==> src/rtl/sid_writer.sv <==
// sid_writer: SID register-port initiator; FIFO-queued timed writes/reads paced by clkEn, in-order read responses.
module sid_writer #(
    parameter int DEPTH = 16,
    parameter int DW    = 10
) (
    input  logic                   clk,
    input  logic                   rst_n,
    input  logic                   clkEn,
    input  logic                   iCmdValid,
    output logic                   oCmdReady,
    input  logic [DW+13:0]         iCmd,
    output logic                   oWE,
    output logic [4:0]             oAddr,
    output logic [7:0]             oDataW,
    input  logic [7:0]             iDataR,
    output logic                   oRspValid,
    input  logic                   iRspReady,
    output logic [12:0]            oRsp,
    output logic                   oBusy,
    output logic [$clog2(DEPTH):0] oLevel
);
    localparam int AW = $clog2(DEPTH);
    localparam int CW = DW + 14;

    typedef enum logic [1:0] {IDLE, WAIT, ISSUE, RESP} state_t;

    logic [CW-1:0] mem_q [DEPTH];
    logic [AW-1:0] wptr_q, rptr_q;
    logic [AW:0]   level_q, level_d;
    state_t        state_q;
    logic          rd_q;
    logic [DW-1:0] cnt_q;
    logic [4:0]    addr_q;
    logic [7:0]    data_q;
    logic          we_q, rsp_valid_q;
    logic [4:0]    oaddr_q;
    logic [7:0]    odata_q;
    logic [12:0]   rsp_q;
    logic          push, pop;

    assign oCmdReady = level_q != (AW+1)'(DEPTH);
    assign push      = iCmdValid && oCmdReady;
    assign pop       = (state_q == IDLE) && (level_q != '0);
    assign level_d   = level_q + (AW+1)'(push) - (AW+1)'(pop);

    always_ff @(posedge clk) begin
        if (push) mem_q[wptr_q] <= iCmd;
    end

    always_ff @(posedge clk or negedge rst_n) begin
        if (!rst_n) begin
            wptr_q  <= '0;
            rptr_q  <= '0;
            level_q <= '0;
        end else begin
            if (push) wptr_q <= wptr_q + AW'(1);
            if (pop) rptr_q <= rptr_q + AW'(1);
            level_q <= level_d;
        end
    end

    // Only clkEn pulses seen in WAIT count, so delay 0 still costs one fresh tick.
    always_ff @(posedge clk or negedge rst_n) begin
        if (!rst_n) begin
            state_q     <= IDLE;
            rd_q        <= 1'b0;
            cnt_q       <= '0;
            addr_q      <= '0;
            data_q      <= '0;
            we_q        <= 1'b0;
            oaddr_q     <= '0;
            odata_q     <= '0;
            rsp_valid_q <= 1'b0;
            rsp_q       <= '0;
        end else begin
            we_q <= 1'b0;
            case (state_q)
                IDLE: if (pop) begin
                    {rd_q, cnt_q, addr_q, data_q} <= mem_q[rptr_q];
                    state_q <= WAIT;
                end
                WAIT: if (clkEn) begin
                    if (cnt_q == '0) begin
                        state_q <= ISSUE;
                        oaddr_q <= addr_q;
                        we_q    <= !rd_q;
                        if (!rd_q) odata_q <= data_q;
                    end else begin
                        cnt_q <= cnt_q - DW'(1);
                    end
                end
                ISSUE: begin
                    state_q <= rd_q ? RESP : IDLE;
                    if (rd_q) begin
                        rsp_q       <= {oaddr_q, iDataR};
                        rsp_valid_q <= 1'b1;
                    end
                end
                RESP: if (iRspReady) begin
                    rsp_valid_q <= 1'b0;
                    state_q     <= IDLE;
                end
                default: state_q <= IDLE;
            endcase
        end
    end

    assign oWE       = we_q;
    assign oAddr     = oaddr_q;
    assign oDataW    = odata_q;
    assign oRspValid = rsp_valid_q;
    assign oRsp      = rsp_q;
    assign oLevel    = level_q;
    assign oBusy     = (state_q != IDLE) || (level_q != '0);
endmodule

==> config.mk <==
export PLATFORM = sky130hd
export DESIGN_NAME = sid_writer
export DESIGN_NICKNAME = d
export VERILOG_FILES = /design/src/rtl/sid_writer.sv
export SDC_FILE = /design/constraint.sdc
export NUM_CORES = 1
export LEC_CHECK = 0
export ABC_AREA = 1
export BUFFER_PORTS_ARGS = -buffer_cell sky130_fd_sc_hd__buf_2
export CORE_UTILIZATION = 56
export CTS_BUF_LIST = sky130_fd_sc_hd__clkbuf_8 sky130_fd_sc_hd__clkbuf_16
export DETAILED_ROUTE_END_ITERATION = 8
export PLACE_DENSITY = 0.76
export SETUP_SLACK_MARGIN = 0.2
export SYNTH_ARGS = -nofsm -noshare
export SYNTH_HDL_FRONTEND = slang
export SYNTH_SLANG_ARGS = --single-unit
==> constraint.sdc <==
create_clock -name clk -period 2.8 [get_ports clk]
set_input_delay 0.28 -clock clk [delete_from_list [all_inputs] [get_ports clk]]
set_output_delay 0.28 -clock clk [all_outputs]
set_load 0.05 [all_outputs]
==> qor.csv, run 1 <==
stage,metric,value,unit
status,outcome,"finished, final reports clean",
pwr,power,0.0222,W
drt,vias,12261,
drt,wire_per_inst,19.2,µm
synth,yosys_warnings,0,
synth,synth_seq_cells,451,
pwr,power.density,1050,nW/µm²
timing,finalHoldViolations,0,
pwr,pwr-share-clk,25.9,%
clock_network,clkLatencyLatePin,0.54,ns
timing,skew,0.0135,ns
layout,antennaDiodeCount,0,
synth,synth_top_cell_area_share,62.0,%
timing,setup_viol,0,
die,die_w,184,µm
timing,relSlewSlack,31.7,%
timing,rsz0062_at_grt,false,
synth,yosysSeqAreaShare,71.0,%
pwr,swShare,37.8,%
drt,drc,0,
global_routing,antenna_found_initial,0,
timing,post-route-period-util,86.6,%
setup_path,critPathRequiredTime,3.05,ns
placed_design,port_buffers,71,
drt,dr.pass1.iters,5,
layout,nNetsFinal,1750,
timing,period_needed,2.42,ns
pwr,power_frac_comb,34.8,%
synth,synth_edf_count,384,
layout,drive_above_1_share,12.6,%
pwr,peakVddDrop,713,µV
die,die_h,184,µm
synth,synth_cell_types,30,
synth,synthFlopType,edfxtp_1,
placed_design,gp_congestion,0.872,
setup_path,worstSetupEndpointType,register,
synth,yosysMostFrequentCell,edfxtp_1,
pwr,p_seq_share,39.3,%
global_routing,grt_usage,25.5,%
synth,synth_commonest_cells,"edfxtp_1 (384), nand2_1 (290), nor2_1 (249)",
synth,synth_cells,1619,
layout,fin_cells,2177,
min_path,hold_path_class,primary input to register,
drt,drt-total-wl,41.8,mm
clock_network,cts-root-buf,clkbuf_16,
global_routing,overflow,0,
synth,async_flop_share,14.9,%
clock_network,cts_max_path_buffers,3,
setup_path,worstSetupPathType,register to register,
global_routing,grt_pass1_vias,12271,
synth,synth.area.top_cells,"edfxtp_1 (62%), dfrtp_1 (9.0%), nand2_1 (5.8%)",
timing,worst-slew-pin-transition,1.02,ns
setup_path,worstPathArrival,2.67,ns
timing,max_freq,413,MHz
layout,syn_to_final_growth,14.0,%
synth,synthesis.nets,1670,
clock_network,clk_pin_slew,0.06,ns
drt,ant_nets,0,
synth,synth.largest_area_cell,edfxtp_1,
clock_network,cts.sinks,451,
placed_design,post-place-cells,2083,
pwr,p_leak,8.15,nW
drt,vias_per_cell,5.63,
die,initial_core_util,57.1,%
die,boundaryPins,72,
setup_path,startpoint_type,register,
timing,fin_setup_tns,0,ns
setup_path,cp_max_fo,9,
clock_network,cts_inserted_buffers,45,
timing,setup_ws,0.376,ns
synth,synth_area_per_cell,11.5,µm²
run,maxCapViolCount,0,
timing,drv_slew,0,
clock_network,cts_tree,built,
synth,syn_area,18600,µm²
die,num_rows,66,
global_routing,grt_pass1_wl,65.8,mm
pwr,netSwitchingPower,0.00839,W
pwr,p_int,0.0138,W
die,dieArea,34000,µm²
placed_design,dpl_worst_slack,0.348,ns
die,core-area,32600,µm²
drt,drt_iter0_markers,1296,
global_routing,grt_max_degree,145,
placed_design,dp_hpwl,23.8,mm
clock_network,htreeDepth,2,
[cell families (layout without fill, tap and decap cells)]
| group | Yosys count | after routing | synth area share, % |
|---|---|---|---|
| flops | 451 | 451 | 71.0 |
| buf+inv | 210 | 326 | 4.79 |
| compound gates | 232 | 232 | 7.07 |
| xor+xnor | 10 | 10 | 0.471 |
| fa+ha+maj | 14 | 14 | 0.982 |
| mux | 8 | 8 | 0.484 |
| simple gates | 694 | 694 | 15.2 |
[stage by stage]
step           util (%)  hold WS (ns)  cell area (µm²)
2_1_floorplan         -       -0.0156            18700
3_3_place_gp       60.4         0.453            19700
3_5_place_dp       60.4         0.460            19700
4_1_cts            65.0       0.00967            21200
5_1_grt            65.0        0.0827            21200
6_report           65.0        0.0291            21200
[registers in the layout (all words and copies together), names as in the netlist]
signal and count:
rd_q 1, oLevel 5, data_q 8, addr_q 5
cnt_q 10, rptr_q 4, oAddr 5, wptr_q 4
oRsp 13, oRspValid 1, state_q 2, oWE 1
mem_q 384, oDataW 8
[layer usage]
metal	share of wire (%)	vias up	GRT usage, %
li1	-	5724	-
met1	41	5922	34.1
met2	48	509	42.0
met3	8.0	106	4.37
met4	3.4	0	9.57
met5	0	-	0
[power groups by stage]
stage	logic [W]	clock network (W)	registers (W)
6_report	0.00774	0.00575	0.00873
5_1_grt	0.00856	0.00606	0.00881
4_1_cts	0.00769	0.00583	0.00872
3_5_place_dp	0.00762	0	0.00885
3_3_place_gp	0.00740	0	0.00881
2_1_floorplan	0.00484	0	0.00925
[repair_timing]
action / 4_1_cts / 5_1_grt
setup endpoints to repair: 0 / 1
gates resized for setup: 0 / 1
hold buffers: 9 / 0
hold endpoints to repair: 52 / 0
setup buffers: 0 / 2
[cell usage in the layout, fill, tap and decap left out, drive strengths merged]
cell type and count:
edfxtp 384, nand2 293, nor2 253, o21ai 151, nand3 140, inv 132
buf 111, dfrtp 67, o211ai 62, clkbuf 47, clkinv 23, a21oi 19
ha 13, xor2 9, dlygate4sd3 9, mux2 8, nand4 5, bufinv 3
nor3 2, xnor2 1, or2 1, fa 1, clkinvlp 1
[worst max-delay path, stage by stage (launching register included)]
cell	delay, ns
dfrtp_2	0.38
inv_2	0.04
ha_1	0.21
nand4_1	0.11
nand2_1	0.17
inv_1	0.23
nand2_1	0.29
nor2_4	0.45
buf_4	0.24
[cell type report]
type / instances / area [µm²]
flip-flops and latches: 451 / 13200
fillers: 2378 / 11400
multi-input cells: 958 / 4640
clock buffers: 47 / 1180
repair buffers: 120 / 908
well taps: 442 / 553
inverters: 123 / 477
clock inverters: 36 / 236
[path summary, 6_finish.rpt]
kind / start / to / slack, ns / cells after the start
max: oLevel[2] / mem_q[6][22] / 0.38 / 8
max reg2reg: oLevel[2] / mem_q[6][22] / 0.38 / 8
min reg2reg: data_q[0] / oDataW[0] / 0.47 / 2
min: iRspReady / oRspValid / 0.03 / 4
min in group asynchronous: rst_n / oAddr[4] / 0.46 / 2
max in group asynchronous: rst_n / rptr_q[0] / 1.59 / 2
Power figures use the tool's default switching activity.
==> run 2, diff against run 1 <==
- ABC_AREA: 1 -> default
- CORE_UTILIZATION: 56 -> 55
- PLACE_DENSITY: 0.76 -> 0.75
==> run 2 against run 1 <==
  * Critical path type unchanged
  * Critical path depth rose by 5
  * Largest cell class unchanged
  * Sequential power down 5.0%
  * Cell count fell by 35%
  * Synthesized area is 5.1% lower
  * Wire length is 13% lower
==> qor.csv, run 2 <==
stage,metric,value,unit
status,outcome,"finished, final reports clean",
synth,yosys_warnings,0,
timing,max_freq,413,MHz
drt,vias,8735,
setup_path,critical-path-slowest-cell,dfrtp_2,
clock_network,cts_max_path_buffers,3,
timing,worst-slew-pin-transition,0.800,ns
die,die_w,181,µm
die,die_h,181,µm
synth,yosysSeqAreaShare,74.8,%
drt,drc,0,
setup_path,cp_num_buf_inv,3,
timing,rsz0062_at_grt,false,
clock_network,clk_pin_slew,0.06,ns
setup_path,worstPathArrival,2.88,ns
placed_design,placed_area,19000,µm²
global_routing,grt_usage,23.2,%
layout,layout_commonest_cell,edfxtp_1,
layout,ff_latch_area,13200,µm²
timing,finalHoldViolations,0,
pwr,peakVddDrop,473,µV
timing,period_needed,2.42,ns
die,num_rows,65,
layout,final_cell_mix,"edfxtp_1 (384), mux4_2 (94), buf_2 (70)",
die,boundaryPins,72,
setup_path,slowest_delay,0.42,ns
synth,syn_area,17700,µm²
layout,drive_above_1_share,34.6,%
layout,final_util,65.1,%
synth,synth_top_cell_area_share,65.3,%
clock_network,cts.sinks,451,
layout,regMostFlops,mem_q,
clock_network,htreeDepth,2,
pwr,p_leak,7.14,nW
synth,yosysMostFrequentCell,edfxtp_1,
global_routing,overflow,0,
synth,synthFlopType,edfxtp_1,
global_routing,grt_pass1_wl,55.3,mm
die,dieArea,32800,µm²
setup_path,cp_max_fo,3,
setup_path,reg2reg_from,oLevel[3],
layout,largest_register_ffs,384,
layout,nNetsFinal,1035,
synth,synth_seq_cells,451,
synth,synth_cells,854,
clock_network,cts_hold_buf,9,
global_routing,grt_pass1_vias,9042,
setup_path,cp_cell_sequence,"inv_2, ha_2, nor4b_2, nand2b_1, inv_1, ha_4, inv_2, ha_4, fa_2, a21oi_2, nor2_1, nor2_1, xnor2_1",
placed_design,gp_congestion,0.854,
min_path,hold_path_class,primary input to register,
timing,fin_setup_tns,0,ns
clock_network,cts_resized,0,
drt,dr.pass1.iters,5,
setup_path,cp-startpoint,oLevel[3],
synth,synth_commonest_cells,"edfxtp_1 (384), mux4_2 (94), dfrtp_1 (67)",
clock_network,cts_tree,built,
pwr,power,0.0158,W
timing,skew,0.0127,ns
synth,synth_cell_types,57,
setup_path,rrSetupSlack,0.38,ns
setup_path,worstSetupPathType,register to register,
die,initial_core_util,56.0,%
clock_network,cts-root-buf,clkbuf_16,
die,core-area,31600,µm²
clock_network,cts_setup_buffers,0,
run,maxCapViolCount,0,
timing,relSlewSlack,46.7,%
drt,ant_nets,0,
clock_network,clkLatencyLatePin,0.54,ns
global_routing,grt_max_degree,48,
timing,setup_viol,0,
drt,drt_iter0_markers,812,
synth,synth.largest_area_cell,edfxtp_1,
pwr,power.density,770,nW/µm²
layout,syn_to_final_growth,16.3,%
synth,synthesis.nets,905,
timing,drv_slew,0,
layout,multi_input_area,4360,µm²
synth,synth_edf_count,384,
timing,post-route-period-util,86.5,%
synth,async_flop_share,14.9,%
drt,drt-total-wl,36.5,mm
layout,final_cell_area,20500,µm²
drt,vias_per_cell,6.13,
setup_path,worstSetupEndpointType,register,
drt,wire_per_inst,25.6,µm
timing,whs,0.0496,ns
placed_design,port_buffers,71,
synth,synth_area_per_cell,20.7,µm²
global_routing,antenna_found_initial,1,
synth,synth.area.top_cells,"edfxtp_1 (65%), mux4_2 (12%), dfrtp_1 (9.5%)",
clock_network,cts_inserted_buffers,45,
setup_path,critPathRequiredTime,3.25,ns
setup_path,startpoint_type,register,
min_path,hp-start,iRspReady,
layout,fillers,2045,
setup_path,critical_path.top_delay_family,adder cells,
placed_design,dp_hpwl,20.8,mm
run 2: cell count changes after synthesis, sizes merged, moves of 49 or more:
cell    previous run  this run
nand2            293        23
nor2             253        21
o21ai            151        13
nand3            140         4
inv              120        15
mux4               0        94
o211ai            62         1
mux2i              0        49
run 2: worst reg2reg max path, stage by stage (launching register included):
cell	delay [ns]
dfrtp_2	0.42
inv_2	0.06
ha_2	0.18
nor4b_2	0.21
nand2b_1	0.16
inv_1	0.08
ha_4	0.26
inv_2	0.04
ha_4	0.15
fa_2	0.36
a21oi_2	0.12
nor2_1	0.05
nor2_1	0.12
xnor2_1	0.12
run 2: path summary, 6_finish.rpt:
path / cells after the start / to
worst min register to register: 1 / data_q[6]
worst min-delay path: 4 / oRspValid
min in group asynchronous: 2 / cnt_q[6]
worst max-delay path: 13 / oLevel[4]
worst max register to register: 13 / oLevel[4]
max in group asynchronous: 3 / oRsp[11]
run 2: logic make-up (layout without fill, tap and decap cells):
family	after synthesis	in the layout	synth area share, %
simple gates	82	82	2.77
other cells	0	1	0
flops	451	451	74.8
buf+inv	56	223	1.56
compound gates	71	71	2.86
xor+xnor	10	10	0.496
fa+ha+maj	14	14	1.03
mux	170	170	16.5
run 2: area by class of cell:
cell class / instances / area share [%]
sequential: 451 / 64.4
multi-input combinational: 347 / 21.2
clock buffer: 57 / 6.40
timing repair buffer: 124 / 4.64
tap: 402 / 2.45
clock inverter: 27 / 0.621
inverter: 15 / 0.286
antenna: 1 / 0.0122
run 2: power by group:
group          switching [W]  internal, W  leakage, nW  total [W]
Combinational        0.00118     0.000648         2.08    0.00183
Clock                0.00239      0.00331        0.779    0.00570
Sequential          0.000304      0.00799         4.28    0.00829
Total                0.00387       0.0119         7.14     0.0158
run 2: through the flow:
step,worst slack (ns),instances
6_report,0.377,1424
5_1_grt,0.229,1424
4_1_cts,0.348,1423
3_5_place_dp,0.374,1330
3_3_place_gp,0.430,1330
2_1_floorplan,-0.107,854
run 2: metal layers:
layer	share of wire [%]	GRT usage [%]	routed length, µm	vias up
met3	7.0	4.01	2570	62
met2	50	37.9	18100	379
met5	0	0	0	-
met4	2.4	7.29	878	0
met1	41	32.2	14900	4544
li1	-	-	-	3750
==> run 3, diff against run 2 <==
- clock period: 2.8 -> 1.9 ns (I/O delays scaled with it)
==> run 3 against run 2 <==
  * The flow now finishes with violations (setup timing)
  * Via count increased by 21%
  * Combinational power increased to 2.9 times the previous value
  * Non-clock buffer count increased by 189
  * Register-to-register slack got worse by 0.96 ns
  * Clock-buffer cell count decreased by 8
  * Worst setup slack got worse by 0.96 ns
  * Wire length increased by 47%
  * Cell count increased by 13%
  * Highest routed layer unchanged
==> qor.csv, run 3 (synthesis gave the netlist of run 2 again) <==
stage,metric,value,unit
timing,setup_viol,420,
layout,syn_to_final_growth,36.1,%
layout,final_cell_mix,"edfxtp_1 (384), mux4_2 (94), buf_2 (69)",
placed_design,port_buffers,71,
pwr,peakVddDrop,825,µV
timing,relSlewSlack,52.5,%
pwr,p_int,0.0189,W
drt,drc,0,
setup_path,rr_worst_depth,13,
die,die_w,181,µm
pwr,netSwitchingPower,0.00698,W
pwr,power,0.0259,W
global_routing,overflow,0,
layout,nNetsFinal,1223,
timing,finalHoldViolations,0,
layout,fillers,1578,
setup_path,critical-path-slowest-cell,dfrtp_2,
setup_path,rrSetupSlack,-0.59,ns
placed_design,dpl_worst_slack,-0.584,ns
setup_path,cpMostUsedCell,ha_4,
global_routing,grt_pass1_vias,10590,
clock_network,cts_tree,built,
drt,drt-total-wl,53.7,mm
drt,ant_nets,0,
layout,final_cell_area,24000,µm²
setup_path,worstSetupEndpointType,register,
min_path,hp-start,iCmd[17],
setup_path,cp-startpoint,oLevel[2],
setup_path,crit_end,oLevel[4],
run,maxCapViolCount,0,
setup_path,cp_cell_sequence,"inv_2, ha_4, nor4b_4, nand2b_4, inv_4, ha_4, inv_2, ha_4, fa_2, a21oi_2, nor2_1, nor2_1, xnor2_1",
die,die_h,181,µm
timing,rsz0062_at_grt,true,
placed_design,placed_area,19900,µm²
drt,vias_per_cell,6.60,
layout,antennaDiodeCount,0,
status,violations,setup timing,
setup_path,critical_path.top_delay_family,adder cells,
die,initial_core_util,56.0,%
pwr,power.density,1080,nW/µm²
pwr,power_frac_comb,20.3,%
clock_network,cts-root-buf,clkbuf_16,
setup_path,r2r_end,oLevel[4],
timing,skew,0.0380,ns
setup_path,startpoint_type,register,
placed_design,dp_hpwl,23.2,mm
setup_path,worstSetupPathDepth,13,
layout,drive_above_1_share,48.8,%
setup_path,slowest_delay,0.40,ns
clock_network,clk_pin_slew,0.07,ns
die,boundaryPins,72,
drt,vias,10607,
global_routing,grt_max_degree,31,
setup_path,cp_num_buf_inv,3,
pwr,pwr-share-clk,32.7,%
timing,whs,0.000478,ns
pwr,swShare,27.0,%
drt,dr.pass1.iters,5,
setup_path,worstSetupPathType,register to register,
pwr,p_leak,8.63,nW
die,core-area,31600,µm²
timing,setup_ws,-0.585,ns
global_routing,grt_pass1_wl,70.5,mm
placed_design,gp_congestion,0.765,
clock_network,cts_inserted_buffers,43,
timing,max_freq,402,MHz
clock_network,htreeDepth,2,
layout,largest_register_ffs,384,
layout,regMostFlops,mem_q,
drt,wire_per_inst,33.4,µm
setup_path,reg2reg_from,oLevel[2],
timing,worst-slew-pin-transition,0.713,ns
clock_network,clkLatencyLatePin,0.57,ns
setup_path,cp_max_fo,2,
timing,period_needed,2.49,ns
global_routing,antenna_found_initial,0,
die,dieArea,32800,µm²
timing,post-route-period-util,131,%
status,outcome,finished with violations,
setup_path,worstPathArrival,2.93,ns
clock_network,cts_max_path_buffers,3,
pwr,p_seq_share,47.1,%
drt,drt_iter0_markers,1392,
setup_path,critPathRequiredTime,2.34,ns
layout,layout_commonest_cell,edfxtp_1,
min_path,hold_path_class,primary input to register,
layout,final_util,76.2,%
global_routing,grt_usage,30.5,%
clock_network,cts.sinks,451,
die,num_rows,65,
timing,drv_slew,0,
## run 3: cell types whose count changed in the layout (fill, tap and decap cells not counted), sizes merged
cell | before | now
diode | 1 | 0
dlygate4sd3 | 9 | 15
clkbuf | 57 | 56
nand2 | 23 | 24
bufinv | 0 | 2
buf | 115 | 291
inv | 36 | 33
clkinv | 5 | 7
## run 3: layer usage
layer	GRT usage [%]	vias to the layer above	routed length, µm
met5	0	-	0
met4	14.5	0	3570
met3	6.23	222	5590
met2	50.1	849	26100
met1	39.3	5386	18400
li1	-	4150	-
## run 3: cell type report
cell class                 count  area (µm²)  area share (%)
clock buffer                  49        1170            4.87
timing repair buffer         313        3970            16.5
sequential                   451       13200            55.0
multi-input combinational    348        4930            20.5
clock inverter                28         184           0.765
tap                          402         503            2.09
inverter                      15        63.8           0.265
## run 3: repair_timing
| action | in CTS | in global routing |
|---|---|---|
| pin swaps | 28 | 36 |
| hold endpoints to repair | 66 | 56 |
| setup endpoints to repair | 429 | 435 |
| setup buffers | 60 | 16 |
| hold buffers | 11 | 4 |
| resized for setup | 167 | 59 |
| cloned | 26 | 10 |
## run 3: how the worst min path moves through the flow
stage | to | cells past startpoint | slack [ns]
6_report | mem_q[7][17] | 1 | 0.0005
5_1_grt | mem_q[0][23] | 1 | 0.003
4_1_cts | mem_q[5][5] | 1 | 0.006
3_5_place_dp | rptr_q[2] | 1 | 0.18
3_3_place_gp | rptr_q[2] | 1 | 0.18
2_1_floorplan | addr_q[0] | 0 | -0.11
## run 3: worst register-to-register path: stages, from the launching register on
cell	delay, ns
dfrtp_2	0.40
inv_2	0.08
ha_4	0.13
nor4b_4	0.23
nand2b_4	0.20
inv_4	0.04
ha_4	0.25
inv_2	0.04
ha_4	0.15
fa_2	0.35
a21oi_2	0.15
nor2_1	0.05
nor2_1	0.17
xnor2_1	0.17
## run 3: through the flow
| step | cells | TNS [ns] |
|---|---|---|
| 6_report | 1606 | -160.95 |
| 5_1_grt | 1606 | -183.57 |
| 4_1_cts | 1576 | -124.49 |
| 3_5_place_dp | 1402 | -54.95 |
| 3_3_place_gp | 1402 | -37.85 |
| 2_1_floorplan | 854 | -292.01 |
## run 3: power groups by stage
stage	clock network, W	registers [W]	logic [W]
after floorplan	0	0.0124	0.00158
after detailed placement	0	0.0123	0.00335
final	0.00845	0.0122	0.00524
after global placement	0	0.0122	0.00326
after CTS	0.00826	0.0121	0.00458
after global routing	0.00888	0.0122	0.00540
